===== src/rtl/upuart_ocp_arb_pkg.sv =====
// Shared OCP encodings and master IDs for the UART OCP arbiter.
package upuart_defs;

   localparam logic [2:0] OCP_CMD_IDLE  = 3'd0;
   localparam logic [2:0] OCP_CMD_WRITE = 3'd1;
   localparam logic [2:0] OCP_CMD_READ  = 3'd2;

   localparam logic [1:0] OCP_RESP_NULL = 2'd0;
   localparam logic [1:0] OCP_RESP_DVA  = 2'd1;
   localparam logic [1:0] OCP_RESP_FAIL = 2'd2;
   localparam logic [1:0] OCP_RESP_ERR  = 2'd3;

   localparam logic M0 = 1'b0;
   localparam logic M1 = 1'b1;

endpackage


===== src/rtl/upuart_ocp_rsp_reg.sv =====
// One-cycle response register: captures the slave response on accept and
// steers it to the owning master only.
module upuart_ocp_rsp_reg
   import upuart_defs::*;
#(
   parameter int DATA_WIDTH = 32
) (
   input  logic                  clk,
   input  logic                  nrst,
   input  logic                  accept,
   input  logic                  owner,
   input  logic [1:0]            resp,
   input  logic [DATA_WIDTH-1:0] data,
   output logic [1:0]            s0_resp,
   output logic [DATA_WIDTH-1:0] s0_data,
   output logic [1:0]            s1_resp,
   output logic [DATA_WIDTH-1:0] s1_data
);

   logic                  valid_q;
   logic                  owner_q;
   logic [1:0]            resp_q;
   logic [DATA_WIDTH-1:0] data_q;

   // Reload on every accept, otherwise fall back to NULL/0 after one cycle.
   always_ff @(posedge clk or negedge nrst) begin
      if (!nrst) begin
         valid_q <= 1'b0;
         owner_q <= M0;
         resp_q  <= OCP_RESP_NULL;
         data_q  <= '0;
      end else if (accept) begin
         valid_q <= 1'b1;
         owner_q <= owner;
         resp_q  <= resp;
         data_q  <= data;
      end else begin
         valid_q <= 1'b0;
         owner_q <= M0;
         resp_q  <= OCP_RESP_NULL;
         data_q  <= '0;
      end
   end

   // Decode the held response onto the owner's port; the other sees NULL/0.
   always_comb begin
      s0_resp = OCP_RESP_NULL;
      s0_data = '0;
      s1_resp = OCP_RESP_NULL;
      s1_data = '0;
      if (valid_q) begin
         if (owner_q == M0) begin
            s0_resp = resp_q;
            s0_data = data_q;
         end else begin
            s1_resp = resp_q;
            s1_data = data_q;
         end
      end
   end

endmodule


===== src/rtl/upuart_ocp_arb.sv =====
// Two-master round-robin OCP arbiter in front of the UART register slave.
module upuart_ocp_arb
   import upuart_defs::*;
#(
   parameter int ADDR_WIDTH = 32,
   parameter int DATA_WIDTH = 32,
   parameter int BEN_WIDTH  = DATA_WIDTH / 8
) (
   input  logic                  clk,
   input  logic                  nrst,
   input  logic [ADDR_WIDTH-1:0] i_M0Addr,
   input  logic [2:0]            i_M0Cmd,
   input  logic [DATA_WIDTH-1:0] i_M0Data,
   input  logic [BEN_WIDTH-1:0]  i_M0ByteEn,
   output logic                  o_S0CmdAccept,
   output logic [DATA_WIDTH-1:0] o_S0Data,
   output logic [1:0]            o_S0Resp,
   input  logic [ADDR_WIDTH-1:0] i_M1Addr,
   input  logic [2:0]            i_M1Cmd,
   input  logic [DATA_WIDTH-1:0] i_M1Data,
   input  logic [BEN_WIDTH-1:0]  i_M1ByteEn,
   output logic                  o_S1CmdAccept,
   output logic [DATA_WIDTH-1:0] o_S1Data,
   output logic [1:0]            o_S1Resp,
   output logic [ADDR_WIDTH-1:0] o_MAddr,
   output logic [2:0]            o_MCmd,
   output logic [DATA_WIDTH-1:0] o_MData,
   output logic [BEN_WIDTH-1:0]  o_MByteEn,
   input  logic                  i_SCmdAccept,
   input  logic [DATA_WIDTH-1:0] i_SData,
   input  logic [1:0]            i_SResp
);

   logic req0, req1;
   logic sel_valid, sel_id, sel_req, accept;
   logic lock_q, lock_id_q, ptr_q;

   assign req0 = (i_M0Cmd != OCP_CMD_IDLE);
   assign req1 = (i_M1Cmd != OCP_CMD_IDLE);

   // Grant: a stalled command keeps the bus, else sole requester, else pointer.
   always_comb begin
      sel_valid = 1'b0;
      sel_id    = M0;
      if (lock_q) begin
         sel_valid = 1'b1;
         sel_id    = lock_id_q;
      end else if (req0 && req1) begin
         sel_valid = 1'b1;
         sel_id    = ptr_q;
      end else if (req0) begin
         sel_valid = 1'b1;
         sel_id    = M0;
      end else if (req1) begin
         sel_valid = 1'b1;
         sel_id    = M1;
      end
   end

   // Forward the granted master's request to the slave unchanged.
   always_comb begin
      o_MAddr   = '0;
      o_MCmd    = OCP_CMD_IDLE;
      o_MData   = '0;
      o_MByteEn = '0;
      if (sel_valid) begin
         if (sel_id == M0) begin
            o_MAddr   = i_M0Addr;
            o_MCmd    = i_M0Cmd;
            o_MData   = i_M0Data;
            o_MByteEn = i_M0ByteEn;
         end else begin
            o_MAddr   = i_M1Addr;
            o_MCmd    = i_M1Cmd;
            o_MData   = i_M1Data;
            o_MByteEn = i_M1ByteEn;
         end
      end
   end

   // Gate on a real command so a lock on an idled master never accepts.
   assign sel_req       = sel_valid && (o_MCmd != OCP_CMD_IDLE);
   assign accept        = sel_req && i_SCmdAccept;
   assign o_S0CmdAccept = accept && (sel_id == M0);
   assign o_S1CmdAccept = accept && (sel_id == M1);

   // Lock holds the grant while a command stalls; pointer rotates on accept.
   always_ff @(posedge clk or negedge nrst) begin
      if (!nrst) begin
         lock_q    <= 1'b0;
         lock_id_q <= M0;
         ptr_q     <= M0;
      end else begin
         lock_q    <= sel_req && !i_SCmdAccept;
         lock_id_q <= sel_id;
         if (accept) begin
            ptr_q <= ~sel_id;
         end
      end
   end

   upuart_ocp_rsp_reg #(
      .DATA_WIDTH (DATA_WIDTH)
   ) u_rsp_reg (
      .clk     (clk),
      .nrst    (nrst),
      .accept  (accept),
      .owner   (sel_id),
      .resp    (i_SResp),
      .data    (i_SData),
      .s0_resp (o_S0Resp),
      .s0_data (o_S0Data),
      .s1_resp (o_S1Resp),
      .s1_data (o_S1Data)
   );

endmodule


===== config.mk =====
export PLATFORM = sky130hd
export DESIGN_NAME = upuart_ocp_arb
export DESIGN_NICKNAME = d
export VERILOG_FILES = /design/src/rtl/upuart_ocp_arb_pkg.sv /design/src/rtl/upuart_ocp_rsp_reg.sv /design/src/rtl/upuart_ocp_arb.sv
export SDC_FILE = /design/constraint.sdc
export NUM_CORES = 1
export LEC_CHECK = 0
export CAP_MARGIN = 10
export CORE_AREA = 2 2 122 124
export DETAILED_ROUTE_END_ITERATION = 8
export DIE_AREA = 0 0 124 126
export PLACE_DENSITY = 0.73
export SYNTH_ARGS = -nofsm -noshare
export SYNTH_HDL_FRONTEND = slang
export SYNTH_SLANG_ARGS = --single-unit

===== constraint.sdc =====
create_clock -name clk -period 3 [get_ports clk]
set_input_delay 0.75 -clock clk [delete_from_list [all_inputs] [get_ports clk]]
set_output_delay 0.75 -clock clk [all_outputs]
set_load 0.005 [all_outputs]

Word level (Yosys, flattened, before mapping):

Cells that the tools add are included.

* bits in registers: 39
* input bits: 179
* output and inout bits: 141
* word-level logic and storage cells: 45

* mux-type cells: 27
* bitwise operators: 1
* reductions and logical operators: 10

Operators by type and width (count)
* $mux 32: 9
* $mux 2: 5
* $mux 1: 9
* $reduce_bool 3->1: 3
* $mux 4: 2
* $logic_and 1x1->1: 6
* $mux 3: 2
* $logic_not 1->1: 1
* $not 1->1: 1

Longest topological paths before layout:

* depth in word-level cells: 11
* mapped depth: 7
* depth with buffers taken out: 6

By module:

From an unflattened synthesis, not the netlist that was laid out.

* cell total of the unflattened synthesis: 412
* area, all modules: 2995.4 sq um

Modules (own cells, without submodules)
* upuart_ocp_rsp_reg: instances 1, cells an instance 156, area each 1749.2 sq um, sequential area each 900.9 sq um
* upuart_ocp_arb: instances 1, cells an instance 256, area each 1246.2 sq um, sequential area each 75.1 sq um

Worst setup path before layout:

Ideal clock, no wire load.

* path type: in2out
* start: input port i_M1Cmd[0]
* end: output port o_MAddr[11]
* arrival time: 2.267 ns
* path slack: -0.017 ns
* stages: 6
* path buffers: 3
* cell sequence: or4_1 > clkbuf_1 > nor2_1 > clkbuf_1 > buf_1 > a21oi_1

* longest elaborated chain between the ends: 7

RTL lines
* start, declared: line upuart_ocp_arb.sv:19 `input logic [2:0] i_M1Cmd,`
* $reduce_bool 3->1 *: line upuart_ocp_arb.sv:39 `assign req1 = (i_M1Cmd != OCP_CMD_IDLE);`
* $mux 1: line upuart_ocp_arb.sv:54 `end else if (req1) begin`
* $mux 1: line upuart_ocp_arb.sv:51 `end else if (req0) begin`
* $mux 1: line upuart_ocp_arb.sv:48 `end else if (req0 && req1) begin`
* $mux 1: line upuart_ocp_arb.sv:45 `if (lock_q) begin`
* $mux 32: line upuart_ocp_arb.sv:67 `if (sel_id == M0) begin`
* $mux 32 *: line upuart_ocp_arb.sv:66 `if (sel_valid) begin`
* end, declared: line upuart_ocp_arb.sv:25 `output logic [ADDR_WIDTH-1:0] o_MAddr,`

Every way passes the cells marked *; elsewhere a longest branch is shown, timed or not.

Final worst setup path:

* start: input port i_M1Cmd[2]
* end: output port o_MAddr[26]

The elaborated chain is that of the path after synthesis.

==> insert_results.sql <==
INSERT INTO impl_metrics (metric_group, metric, value, unit) VALUES
('outcome', 'outcome', 'finished with violations', ''),
('outcome', 'violated_checks', 'negative setup slack', ''),
('floorplanning', 'die_height', '126', 'um'),
('clocking', 'cts_tree', 'yes', ''),
('drt', 'routed-via-count', '4484', ''),
('finish', 'drive_gt1_frac', '0.2918', ''),
('global_route', 'track_usage', '0.1892', ''),
('global_route', 'globalRouteOverflowTotal', '0', ''),
('drt', 'drc_errors', '0', ''),
('timing', 'finalHoldViolCount', '0', ''),
('logic_synthesis', 'synth_compound_area_frac', '0.1615', ''),
('min_path', 'hold_path_class', 'input pin to asynchronous set/reset pin', ''),
('critical_path', 'endpoint', 'o_MAddr[26]', ''),
('drt', 'viasPerCell', '4.435', ''),
('clocking', 'cts_num_sinks', '39', ''),
('timing', 'slew-limit-headroom', '0.4376', ''),
('critical_path', 'endpoint_type_of_the_worst_setup_path', 'primary output', ''),
('logic_synthesis', 'netlist-cell-type-count', '24', ''),
('floorplanning', 'io-pin-count', '320', ''),
('placement', 'numPortBuffers', '319', ''),
('finish', 'layout.nets', '1004', ''),
('clocking', 'cts_made_buffers', '5', ''),
('global_route', 'antenna_violations_before_repair', '1', ''),
('critical_path', 'register_to_register_path_setup_slack', '0.34', 'ns'),
('logic_synthesis', 'synth_warnings', '0', ''),
('critical_path', 'r2r_cells', '13', ''),
('logic_synthesis', 'post_synth_instance_area', '2905', 'um2'),
('placement', 'dpl-instance-area', '6575', 'um2'),
('power_and_ir_drop', 'powerDensity', '576.2', 'nW/um2'),
('timing', 'fin_crit_sh', '1.054', ''),
('timing', 'rsz0062_at_grt', 'yes', ''),
('logic_synthesis', 'yosys-mux-area-fraction', '0.003876', ''),
('global_route', 'number_of_global_route_vias_before_repair', '4400', ''),
('drt', 'route.detailed.wl_per_inst', '15.21', 'um'),
('critical_path', 'r2r_end', 'u_rsp_reg.data_q[21]', ''),
('power_and_ir_drop', 'ir_drop', '0.3642', 'mV'),
('logic_synthesis', 'post_synthesis_instance_total', '458', ''),
('placement', 'hpwlAfterDp', '11670', 'um'),
('logic_synthesis', 'largest_family_of_logic_cells_by_synthesized_area', 'simple AND/OR/NAND/NOR gates', ''),
('global_route', 'grt_pass1_wl', '23020', 'um'),
('power_and_ir_drop', 'cell_leakage_power', '3.447', 'nW'),
('timing', 'layout_min_cycle_time', '3.161', 'ns'),
('critical_path', 'path_max_fanout', '8', ''),
('global_route', 'grt_max_degree', '40', ''),
('logic_synthesis', 'simple_gate_fraction_of_synth_area', '0.4397', ''),
('timing', 'setup_violations', '56', ''),
('timing', 'max_freq', '0.3164', 'GHz'),
('critical_path', 'worst-endpoint-required', '2.25', 'ns'),
('clocking', 'path_clk_slew', '0.06', 'ns'),
('timing', 'finalSetupTns', '-3.801', 'ns'),
('timing', 'worst_pin_slew', '0.8436', 'ns'),
('timing', 'timing.final.max_slew_violations', '0', ''),
('logic_synthesis', 'syn-num-nets', '637', ''),
('critical_path', 'setup.worst_path.start', 'i_M1Cmd[2]', ''),
('placement', 'gp_congestion', '0.8565', ''),
('finish', 'layout.cell_area.non_filler', '7305', 'um2'),
('floorplanning', 'fp.coreArea', '14310', 'um2'),
('drt', 'drt-total-wl', '15380', 'um'),
('drt', 'postRouteAntennaNets', '0', ''),
('timing', 'timing.clock.skew', '0.006167', 'ns'),
('logic_synthesis', 'yosys.area_share.xor_xnor', '0', ''),
('timing', 'setup_slack', '-0.1606', 'ns'),
('clocking', 'ctsLongestPathBuffers', '2', ''),
('floorplanning', 'std_cell_rows', '44', ''),
('critical_path', 'startpoint_type', 'input pin', ''),
('critical_path', 'critical_path.reg2reg.startpoint', 'lock_q', ''),
('floorplanning', 'initial_core_util', '0.2030', ''),
('clocking', 'cts_htree_levels', '2', ''),
('floorplanning', 'floorplan.die.width', '124', 'um'),
('finish', 'post-route-util', '0.5103', ''),
('clocking', 'root_buffer', 'sky130_fd_sc_hd__clkbuf_16', '');
[worst min-delay path by stage]
stage / start / end / slack [ns] / cells after the start
2_1_floorplan: nrst / lock_id_q / 0.45 / 0
4_1_cts: nrst / u_rsp_reg.data_q[9] / 0.62 / 1
5_1_grt: nrst / u_rsp_reg.data_q[15] / 0.67 / 1
3_5_place_dp: ptr_q / ptr_q / 0.79 / 4
6_report: nrst / u_rsp_reg.data_q[15] / 0.58 / 1
3_3_place_gp: ptr_q / ptr_q / 0.78 / 4
[synth_stat cells]
cell type	instances	area, um2
sky130_fd_sc_hd__a211oi_1	2	15.01
sky130_fd_sc_hd__a21oi_1	73	365.4
sky130_fd_sc_hd__and3_1	34	212.7
sky130_fd_sc_hd__nor3_1	2	10.01
sky130_fd_sc_hd__a222oi_1	1	10.01
sky130_fd_sc_hd__nor2_1	42	157.7
sky130_fd_sc_hd__buf_1	2	7.510
sky130_fd_sc_hd__inv_2	1	3.750
sky130_fd_sc_hd__buf_2	8	40.04
sky130_fd_sc_hd__dfrtp_1	39	975.9
sky130_fd_sc_hd__o22ai_1	1	6.260
sky130_fd_sc_hd__a21o_1	3	22.52
sky130_fd_sc_hd__o21ai_0	3	15.01
sky130_fd_sc_hd__or3_1	1	6.260
sky130_fd_sc_hd__a211o_1	3	26.28
sky130_fd_sc_hd__nand2_1	172	645.6
sky130_fd_sc_hd__a2bb2oi_1	1	8.760
sky130_fd_sc_hd__mux2_2	1	11.26
sky130_fd_sc_hd__or4_1	1	7.510
sky130_fd_sc_hd__clkbuf_1	27	101.4
sky130_fd_sc_hd__and2_1	35	219.0
sky130_fd_sc_hd__inv_1	1	3.750
sky130_fd_sc_hd__nor2b_1	3	18.77
sky130_fd_sc_hd__buf_4	2	15.01
[sequential cells by signal, summed over array words and instances (netlist names)]
| register | cells |
|---|---|
| u_rsp_reg.valid_q | 1 |
| lock_id_q | 1 |
| u_rsp_reg.owner_q | 1 |
| u_rsp_reg.resp_q | 2 |
| lock_q | 1 |
| u_rsp_reg.data_q | 32 |
| ptr_q | 1 |
[report_power, final]
group          total (W)  leakage [nW]  internal (W)  switching (W)
logic            0.00297          2.86       0.00163        0.00134
clock network   0.000620        0.0875      0.000418       0.000203
registers       0.000621         0.501      0.000592      0.0000286
[repair_timing]
item / CTS / global route
gates resized for setup: 401 / 69
setup buffers: 26 / 4
cloned: 5 / 0
hold buffers: 0 / 0
pin swaps: 33 / 28
setup endpoints to repair: 73 / 73
[kinds of logic after synthesis]
logic type	Yosys count
and+or+nand+nor	290
AOI/OAI and AO/OA	87
muxes	1
DFF	39
buffers and inverters	41
[metal layers]
layer	vias up	share of wire	track usage
met1	2011	0.38	0.2218
met4	0	0.021	0.05552
met2	230	0.53	0.3458
li1	2217	-	-
met3	26	0.072	0.03442
met5	-	0	0
[worst max-delay path, stage by stage]
cell and delay (ns):
sky130_fd_sc_hd__buf_6 0.09, sky130_fd_sc_hd__or4_4 0.52, sky130_fd_sc_hd__buf_6 0.16, sky130_fd_sc_hd__nand2_8 0.07
sky130_fd_sc_hd__buf_12 0.11, sky130_fd_sc_hd__buf_12 0.12, sky130_fd_sc_hd__buf_12 0.13, sky130_fd_sc_hd__buf_8 0.12
sky130_fd_sc_hd__nand2_4 0.05, sky130_fd_sc_hd__a21oi_4 0.14, sky130_fd_sc_hd__buf_2 0.13
[cell type report]
cell class | instances | area [um2] | area share
well taps | 184 | 230.2 | 0.03152
inverters | 2 | 15.01 | 0.002055
clock buffers | 6 | 138.9 | 0.01901
diodes | 1 | 2.502 | 0.0003426
repair buffers | 399 | 3784 | 0.5180
flip-flops and latches | 39 | 975.9 | 0.1336
clock inverters | 2 | 38.79 | 0.005310
multi-input cells | 378 | 2120 | 0.2902
[stage by stage]
step | hold slack, ns | cells
4_1_cts | 0.6229 | 1010
6_report | 0.5817 | 1011
2_1_floorplan | 0.4544 | 458
5_1_grt | 0.6744 | 1011
3_3_place_gp | 0.7769 | 971
3_5_place_dp | 0.7863 | 971
Note: power is estimated with default switching activity, not from simulation.
